`config.mk`:
```
export PLATFORM = sky130hd
export DESIGN_NAME = usb_ep0_in_sequencer
export DESIGN_NICKNAME = d
export VERILOG_FILES = /design/src/rtl/usb_ep0_in_sequencer.sv
export SDC_FILE = /design/constraint.sdc
export NUM_CORES = 1
export LEC_CHECK = 0
export BUFFER_PORTS_ARGS = -buffer_cell sky130_fd_sc_hd__buf_2
export CAP_MARGIN = 10
export CELL_PAD_IN_SITES_DETAIL_PLACEMENT = 1
export CELL_PAD_IN_SITES_GLOBAL_PLACEMENT = 1
export CORE_ASPECT_RATIO = 1.2
export CORE_MARGIN = 2
export CORE_UTILIZATION = 30
export DETAILED_ROUTE_END_ITERATION = 8
export PLACE_DENSITY = 0.63
export SLEW_MARGIN = 20
export SYNTH_ARGS = -nofsm -noshare
export SYNTH_HDL_FRONTEND = slang
export SYNTH_SLANG_ARGS = --single-unit
```
`constraint.sdc`:
```
create_clock -name clk -period 2.42 [get_ports clk]
set_input_delay 0.121 -clock clk [delete_from_list [all_inputs] [get_ports clk]]
set_output_delay 0.121 -clock clk [all_outputs]
set_load 0.005 [all_outputs]
```
`src/rtl/usb_ep0_in_sequencer.sv`:
```
// EP0 IN data-stage sequencer: walks a descriptor ROM window in max-packet chunks,
// loads each chunk into the TX FIFO and handshakes it with the packet engine.
// state    | meaning
// IDLE     | waiting for start
// LOAD     | size next packet (min of remaining, MAXPKT)
// FETCH    | ROM read / FIFO push, two cycles per byte
// READY    | packet in FIFO, waiting for IN token
// WAIT_ACK | packet sent, waiting for ACK or timeout
module usb_ep0_in_sequencer #(
    parameter int MAXPKT = 64,
    parameter int ROM_AW = 9
) (
    input  logic              clk,
    input  logic              rst,
    input  logic              start,
    input  logic [ROM_AW-1:0] rom_base,
    input  logic [7:0]        rom_len,
    input  logic              req_zlp,
    input  logic              abort,
    input  logic              in_token,
    input  logic              ack_rcvd,
    input  logic              tx_timeout,
    input  logic              tx_full,
    input  logic [7:0]        rom_data,
    output logic [ROM_AW-1:0] rom_addr,
    output logic              tx_push,
    output logic [7:0]        tx_data,
    output logic              tx_flush,
    output logic              pkt_ready,
    output logic [6:0]        pkt_len,
    output logic              data_pid,
    output logic              send,
    output logic              nak,
    output logic              busy,
    output logic              done
);

    typedef enum logic [2:0] {S_IDLE, S_LOAD, S_FETCH, S_READY, S_WAIT_ACK} state_t;

    localparam logic [7:0] MAXPKT_B = 8'(MAXPKT);

    state_t            r_state, w_state_nxt;
    logic [ROM_AW-1:0] r_cur_addr, w_cur_addr_nxt;
    logic [ROM_AW-1:0] r_pkt_start, w_pkt_start_nxt;
    logic [7:0]        r_remaining, w_remaining_nxt;
    logic              r_zlp_pend, w_zlp_pend_nxt;
    logic [6:0]        r_pkt_len, w_pkt_len_nxt;
    logic [6:0]        r_byte_cnt, w_byte_cnt_nxt;
    logic              r_phase, w_phase_nxt;
    logic              r_data_pid, w_data_pid_nxt;
    logic              r_send, w_send_nxt;
    logic              r_nak, w_nak_nxt;
    logic              r_done, w_done_nxt;
    logic              r_flush, w_flush_nxt;
    logic [7:0]        w_chunk;
    logic [7:0]        w_remaining_after;
    logic              w_push;

    assign w_chunk = (r_remaining > MAXPKT_B) ? MAXPKT_B : r_remaining;
    // Cycle B also holds off while full; the ROM address is unchanged so rom_data stays valid.
    assign w_push  = (r_state == S_FETCH) && r_phase && !tx_full && !abort;

    always_ff @(posedge clk or negedge rst) begin
        if (!rst) begin
            r_state     <= S_IDLE;
            r_cur_addr  <= '0;
            r_pkt_start <= '0;
            r_remaining <= '0;
            r_zlp_pend  <= 1'b0;
            r_pkt_len   <= '0;
            r_byte_cnt  <= '0;
            r_phase     <= 1'b0;
            r_data_pid  <= 1'b0;
            r_send      <= 1'b0;
            r_nak       <= 1'b0;
            r_done      <= 1'b0;
            r_flush     <= 1'b0;
        end else begin
            r_state     <= w_state_nxt;
            r_cur_addr  <= w_cur_addr_nxt;
            r_pkt_start <= w_pkt_start_nxt;
            r_remaining <= w_remaining_nxt;
            r_zlp_pend  <= w_zlp_pend_nxt;
            r_pkt_len   <= w_pkt_len_nxt;
            r_byte_cnt  <= w_byte_cnt_nxt;
            r_phase     <= w_phase_nxt;
            r_data_pid  <= w_data_pid_nxt;
            r_send      <= w_send_nxt;
            r_nak       <= w_nak_nxt;
            r_done      <= w_done_nxt;
            r_flush     <= w_flush_nxt;
        end
    end

    always_comb begin
        w_state_nxt       = r_state;
        w_cur_addr_nxt    = r_cur_addr;
        w_pkt_start_nxt   = r_pkt_start;
        w_remaining_nxt   = r_remaining;
        w_zlp_pend_nxt    = r_zlp_pend;
        w_pkt_len_nxt     = r_pkt_len;
        w_byte_cnt_nxt    = r_byte_cnt;
        w_phase_nxt       = r_phase;
        w_data_pid_nxt    = r_data_pid;
        w_send_nxt        = 1'b0;
        w_nak_nxt         = 1'b0;
        w_done_nxt        = 1'b0;
        w_flush_nxt       = 1'b0;
        w_remaining_after = r_remaining - {1'b0, r_pkt_len};

        if (abort) begin
            w_flush_nxt = (r_state != S_IDLE);
            w_phase_nxt = 1'b0;
            w_state_nxt = S_IDLE;
        end else begin
            case (r_state)
                S_IDLE: begin
                    if (start) begin
                        w_cur_addr_nxt  = rom_base;
                        w_pkt_start_nxt = rom_base;
                        w_remaining_nxt = rom_len;
                        w_zlp_pend_nxt  = req_zlp && (rom_len != 8'd0) &&
                                          ((rom_len % MAXPKT_B) == 8'd0);
                        w_data_pid_nxt  = 1'b1;
                        w_state_nxt     = S_LOAD;
                    end
                end
                S_LOAD: begin
                    w_nak_nxt      = in_token;
                    w_pkt_len_nxt  = w_chunk[6:0];
                    w_byte_cnt_nxt = '0;
                    w_phase_nxt    = 1'b0;
                    w_state_nxt    = (w_chunk == 8'd0) ? S_READY : S_FETCH;
                end
                S_FETCH: begin
                    w_nak_nxt = in_token;
                    if (!r_phase) begin
                        if (!tx_full) w_phase_nxt = 1'b1;
                    end else if (w_push) begin
                        w_phase_nxt    = 1'b0;
                        w_cur_addr_nxt = r_cur_addr + 1'b1;
                        w_byte_cnt_nxt = r_byte_cnt + 7'd1;
                        if (r_byte_cnt + 7'd1 == r_pkt_len) w_state_nxt = S_READY;
                    end
                end
                S_READY: begin
                    if (in_token) begin
                        w_send_nxt  = 1'b1;
                        w_state_nxt = S_WAIT_ACK;
                    end
                end
                S_WAIT_ACK: begin
                    if (ack_rcvd) begin
                        w_remaining_nxt = w_remaining_after;
                        w_pkt_start_nxt = r_cur_addr;
                        w_data_pid_nxt  = ~r_data_pid;
                        if (w_remaining_after != 8'd0) begin
                            w_state_nxt = S_LOAD;
                        end else if ((r_pkt_len != 7'd0) && r_zlp_pend) begin
                            w_zlp_pend_nxt = 1'b0;
                            w_state_nxt    = S_LOAD;
                        end else begin
                            w_done_nxt  = 1'b1;
                            w_state_nxt = S_IDLE;
                        end
                    end else if (tx_timeout) begin
                        w_flush_nxt    = 1'b1;
                        w_cur_addr_nxt = r_pkt_start;
                        w_state_nxt    = S_LOAD;
                    end
                end
                default: w_state_nxt = S_IDLE;
            endcase
        end
    end

    assign rom_addr  = r_cur_addr;
    assign tx_push   = w_push;
    assign tx_data   = w_push ? rom_data : 8'd0;
    assign tx_flush  = r_flush;
    assign pkt_ready = (r_state == S_READY) || (r_state == S_WAIT_ACK);
    assign pkt_len   = r_pkt_len;
    assign data_pid  = r_data_pid;
    assign send      = r_send;
    assign nak       = r_nak;
    assign busy      = (r_state != S_IDLE);
    assign done      = r_done;

endmodule

```
### After elaboration in Yosys (flattened, before gate mapping)

Cells that the tools add are included.
Widths: inputs -> output; s select.

| storage, ports and cells | value |
|---|---|
| flip-flop bits (word level) | 50 |
| input bits | 34 |
| output and inout port bits | 32 |
| logic and storage cells | 120 |

| cells by class | value |
|---|---|
| add/subtract/negate cells | 3 |
| order comparisons | 1 |
| eq/ne operators | 19 |
| mux-type cells | 55 |
| bitwise logic cells | 2 |
| reduce and logical (&&, ||, !) cells | 27 |

Operator list:

| operator | count |
|---|---|
| $mux 9 | 6 |
| $mux 8 | 4 |
| $mux 1 | 27 |
| $pmux 9 s3 | 1 |
| $mux 3 | 8 |
| $pmux 9 s2 | 1 |
| $logic_not 8->1 | 2 |
| $ne 2x2->1 const B | 8 |
| $pmux 8 s2 | 1 |
| $reduce_bool 8->1 | 2 |
| $pmux 3 s5 | 1 |
| $mux 7 | 2 |
| $pmux 7 s2 | 1 |
| $ne 3x3->1 const B | 4 |
| $reduce_and 6->1 | 2 |
| $add 9x1->9 const B | 1 |
| $reduce_bool 3->1 | 3 |
| $gt 8x7->1 const B | 1 |
| $reduce_and 4->1 | 2 |
| $sub 8x7->8 | 1 |
| $add 7x1->7 const B | 1 |
| $eq 7x7->1 | 1 |
| $reduce_and 7->1 | 1 |
| $reduce_bool 7->1 | 1 |
| other kinds (14) | 25 |

### Logic depth before layout (Yosys ltp)

| depth | value |
|---|---|
| depth after elaboration | 8 |
| mapped depth | 9 |
| mapped depth without buffers | 9 |

### Least setup slack after synthesis

OpenSTA, ideal clock, no wires.

| timing | value |
|---|---|
| kind | register -> register |
| from | reg r_pkt_len[0], in the netlist pkt_len[0] |
| to | reg r_done, in the netlist done |
| setup time | 81 ps |
| arrival | 2385 ps |
| required time | 2339 ps |
| path slack | -46 ps |
| stages on the path, launching flop included | 9 |
| cell sequence | dfrtp_1 > ha_1 > fa_1 > nor2b_1 > o22a_1 > xor2_1 > or3_4 > or4_4 > nor3_2 |

| on the way | value |
|---|---|
| cells in the longest elaborated chain, start to end | 7 |

Ends and longest elaborated chain:

| item | RTL line | text |
|---|---|---|
| from (decl) | 47 | `logic [6:0] r_pkt_len, w_pkt_len_nxt;` |
| from (signal assigned) | 84 | `r_pkt_len <= w_pkt_len_nxt;` |
| branches (longest 3 deep; another with $sub 8x7->8) | -- |  |
| $mux 1 (*) | 157 | `if (w_remaining_after != 8'd0) begin` |
| $mux 1 (*) | 153 | `if (ack_rcvd) begin` |
| $mux 1 (*) | 116 | `case (r_state)` |
| $mux 1 (*) | 111 | `if (abort) begin` |
| net w_done_nxt | 53 | `logic r_done, w_done_nxt;` |
| to (signal assigned) | 90 | `r_done <= w_done_nxt;` |
| to (decl) | 53 |  |

Mark *: on every way through the listed nets, which the timed path passes.
A chain may end at the register's enable or synchronous reset.

### Worst setup path after layout

Same ends and word-level chain as after synthesis.

==> flow_metrics.tcl <==
set metrics [dict create \
    status "finished clean" \
    antenna_found_initial 0 \
    synthTopCellsByArea "dfrtp_1 (39%), o21ai_0 (7.0%), nand2_1 (4.9%), mux2i_1 (4.0%), ha_1 (3.5%)" \
    postCtsSetupRepairBufs 0 \
    maxSlewViolCount 0 \
    holdCritPathClass "in2reg" \
    reg2reg_depth 8 \
    synth_nets 411 \
    syn_area_um2 3230 \
    fin_area_um2 4070 \
    synth_top_area_frac 0.388 \
    yosysTopAreaCell "dfrtp_1" \
    maxCapViolCount 0 \
    start_util 0.307 \
    port_buffers 65 \
    dp_hpwl_um 7720 \
    max_stage_delay_ps 490 \
    fin_crit_ps 2400 \
    tightest_slew_ps 924 \
    first_global_vias 3324 \
    path_cells "ha_2 > fa_2 > nor2b_4 > o22a_1 > xor2_1 > or3_4 > or4_4 > nor3_2" \
    synthArstFlopShare 1.00 \
    ys_seq_area_frac 0.388 \
    htree_levels 2 \
    drcViolationCount 0 \
    worst-setup-path-type "reg2reg" \
    track_usage 0.181 \
    drt_iter0_markers 74 \
    cp.arrival_ps 2620 \
    place.gp.congestion 0.854 \
    path_max_fanout 3 \
    power.switching_mw 1.93 \
    drive_above_1_share 0.272 \
    internal-power_mw 2.68 \
    postRouteAntennaNets 0 \
    cp-end-kind "register" \
    startpoint_type "register" \
    fin_worst_skew_ps 5.87 \
    clockBufferDepth 2 \
    power.share.clock 0.155 \
    switching_share 0.419 \
    synthFlopType "dfrtp_1" \
    syn_avg_cell_area_um2 8.79 \
    dr.pass1.iters 4 \
    finalSetupViolations 0 \
    clkSlewWorstSetupHoldPaths_ps 70 \
    fin_setup_tns_ps 0 \
    io_pins 66 \
    diodes 0 \
    slowest_stage "or4_4" \
    synthTopCellsByCount "dfrtp_1 (50), o21ai_0 (45), nand2_1 (42)" \
    drt-total-wl_um 10100 \
    area_delta_synth_final_pct 26.1 \
    ys_types 57 \
    ir_drop_uv 358 \
    die_h_um 118 \
    critPathRequiredTime_ps 2640 \
    worstSkewPairLatency_ps 300 \
    power_density_nw_per_um2 1130 \
    die_w_um 98.7 \
    synth_seq_cells 50 \
    synth_warnings 0 \
    max-slew-margin-rel 0.382 \
    cts.sinks 50 \
    cts_buffers 5 \
    grt_pass1_wl_um 17000 \
    grt_max_degree 39 \
    num_vias 3119 \
    p_leak_nw 1.93 \
    grt-ovfl-total 0 \
    synth_edf_count 0 \
    fin_crit_sh 0.990 \
    coreArea_um2 10500 \
    postSynthCellCount 367 \
    rsz0062_at_grt "yes" \
    core.rowCount 41 \
    whs_path_depth 2 \
    die-area_um2 11600 \
    pwr-share-seq 0.292 \
    fmax_mhz 417 \
    viasPerCell 5.36 \
    dpl_cell_area_um2 3890 \
    cts-root-buf "clkbuf_16" \
    cts_tree "built" \
    yosysMostFrequentCell "dfrtp_1" \
    finalNetCount 497 \
    wire_per_inst_um 17.3 \
    hold_viol 0 \
    power_frac_comb 0.553 \
]
sequential cells by signal, summed over array words and instances (netlist names):
register,flops
r_pkt_start,9
rom_addr,9
r_remaining,8
pkt_len,7
r_byte_cnt,7
r_state,3
data_pid,1
done,1
nak,1
r_phase,1
r_zlp_pend,1
send,1
tx_flush,1
cell usage in the layout (no fill, tap or decap), types with 4 or more instances in the layout:
master	count
xor2_1	5
clkbuf_16	5
a22o_1	9
nor3_1	9
nand2_1	42
buf_2	65
nand3_1	7
or4_1	4
o21ai_0	43
and3_1	6
dfrtp_1	49
o31ai_1	4
nor2b_1	6
nor3b_1	4
and2_1	11
a221o_1	5
nor2_1	21
inv_1	14
a21oi_1	13
ha_1	8
mux2i_1	13
o41ai_1	5
buf_4	34
xnor2_1	9
nand4_1	4
logic make-up after synthesis:
| logic type | after synthesis | synth area share |
|---|---|---|
| simple gates | 136 | 0.221 |
| buf+inv | 35 | 0.0419 |
| fa+ha+maj | 10 | 0.0411 |
| flops | 50 | 0.388 |
| mux | 13 | 0.0403 |
| xor+xnor | 14 | 0.0380 |
| compound gates | 109 | 0.230 |
area by class of cell:
type	instances	area, um2
clock buffers	5	125
well taps	129	161
flip-flops and latches	50	1250
inverters	14	52.6
fillers	1262	6450
clock inverters	2	15.0
multi-input cells	282	1870
repair buffers	100	591
routing by layer:
layer	vias to the layer above	share of wire	GRT usage
met3	13	0.031	0.0297
met5	-	0	0
met1	1526	0.44	0.226
met2	68	0.51	0.319
li1	1512	-	-
met4	0	0.017	0.0522
power groups by stage:
stage                     logic, mW  registers [mW]  clock network [mW]
after floorplan                1.42            1.34                   0
after global placement         2.43            1.35                   0
after detailed placement       2.48            1.36                   0
after CTS                      2.50            1.35               0.744
after global routing           2.84            1.39               0.774
final                          2.55            1.35               0.714
stage by stage:
stage               instances   util  power (mW)  setup slack [ps]  hold WS, ps
floorplan                 367      -        2.76              50.1         -175
global placement          574  0.370        3.78             -97.8          134
finish                    582  0.387        4.61              23.4         73.1
global route              582  0.387        5.00             -40.9         72.1
CTS                       582  0.385        4.59              16.5         62.2
detailed placement        574  0.370        3.84             -75.8          146
final timing paths:
path | from | to | slack (ps)
min in group asynchronous | rst | r_pkt_start[3] | 340
setup / recovery | pkt_len[0] | done | 20
setup reg to reg | pkt_len[0] | done | 20
hold reg to reg | data_pid | data_pid | 480
hold / removal | in_token | r_state[1] | 70
max in group asynchronous | rst | r_byte_cnt[0] | 1230
worst max-delay path: cells and delay by family (launching register included):
kind | cells | cell delay [ps]
AO/OA/AOI/OAI | 1 | 150
adder cells (fa/ha/maj) | 2 | 580
AND/OR/NAND/NOR | 4 | 1120
flip-flops | 1 | 390
XOR/XNOR | 1 | 80
what timing repair did:
action,4_1_cts,5_1_grt
resized for setup,3,7
pin swaps,0,1
hold buffers,1,0
endpoints found under the hold margin,20,0
endpoints found under the setup margin,2,3
Note: power is estimated with default switching activity, not from simulation.
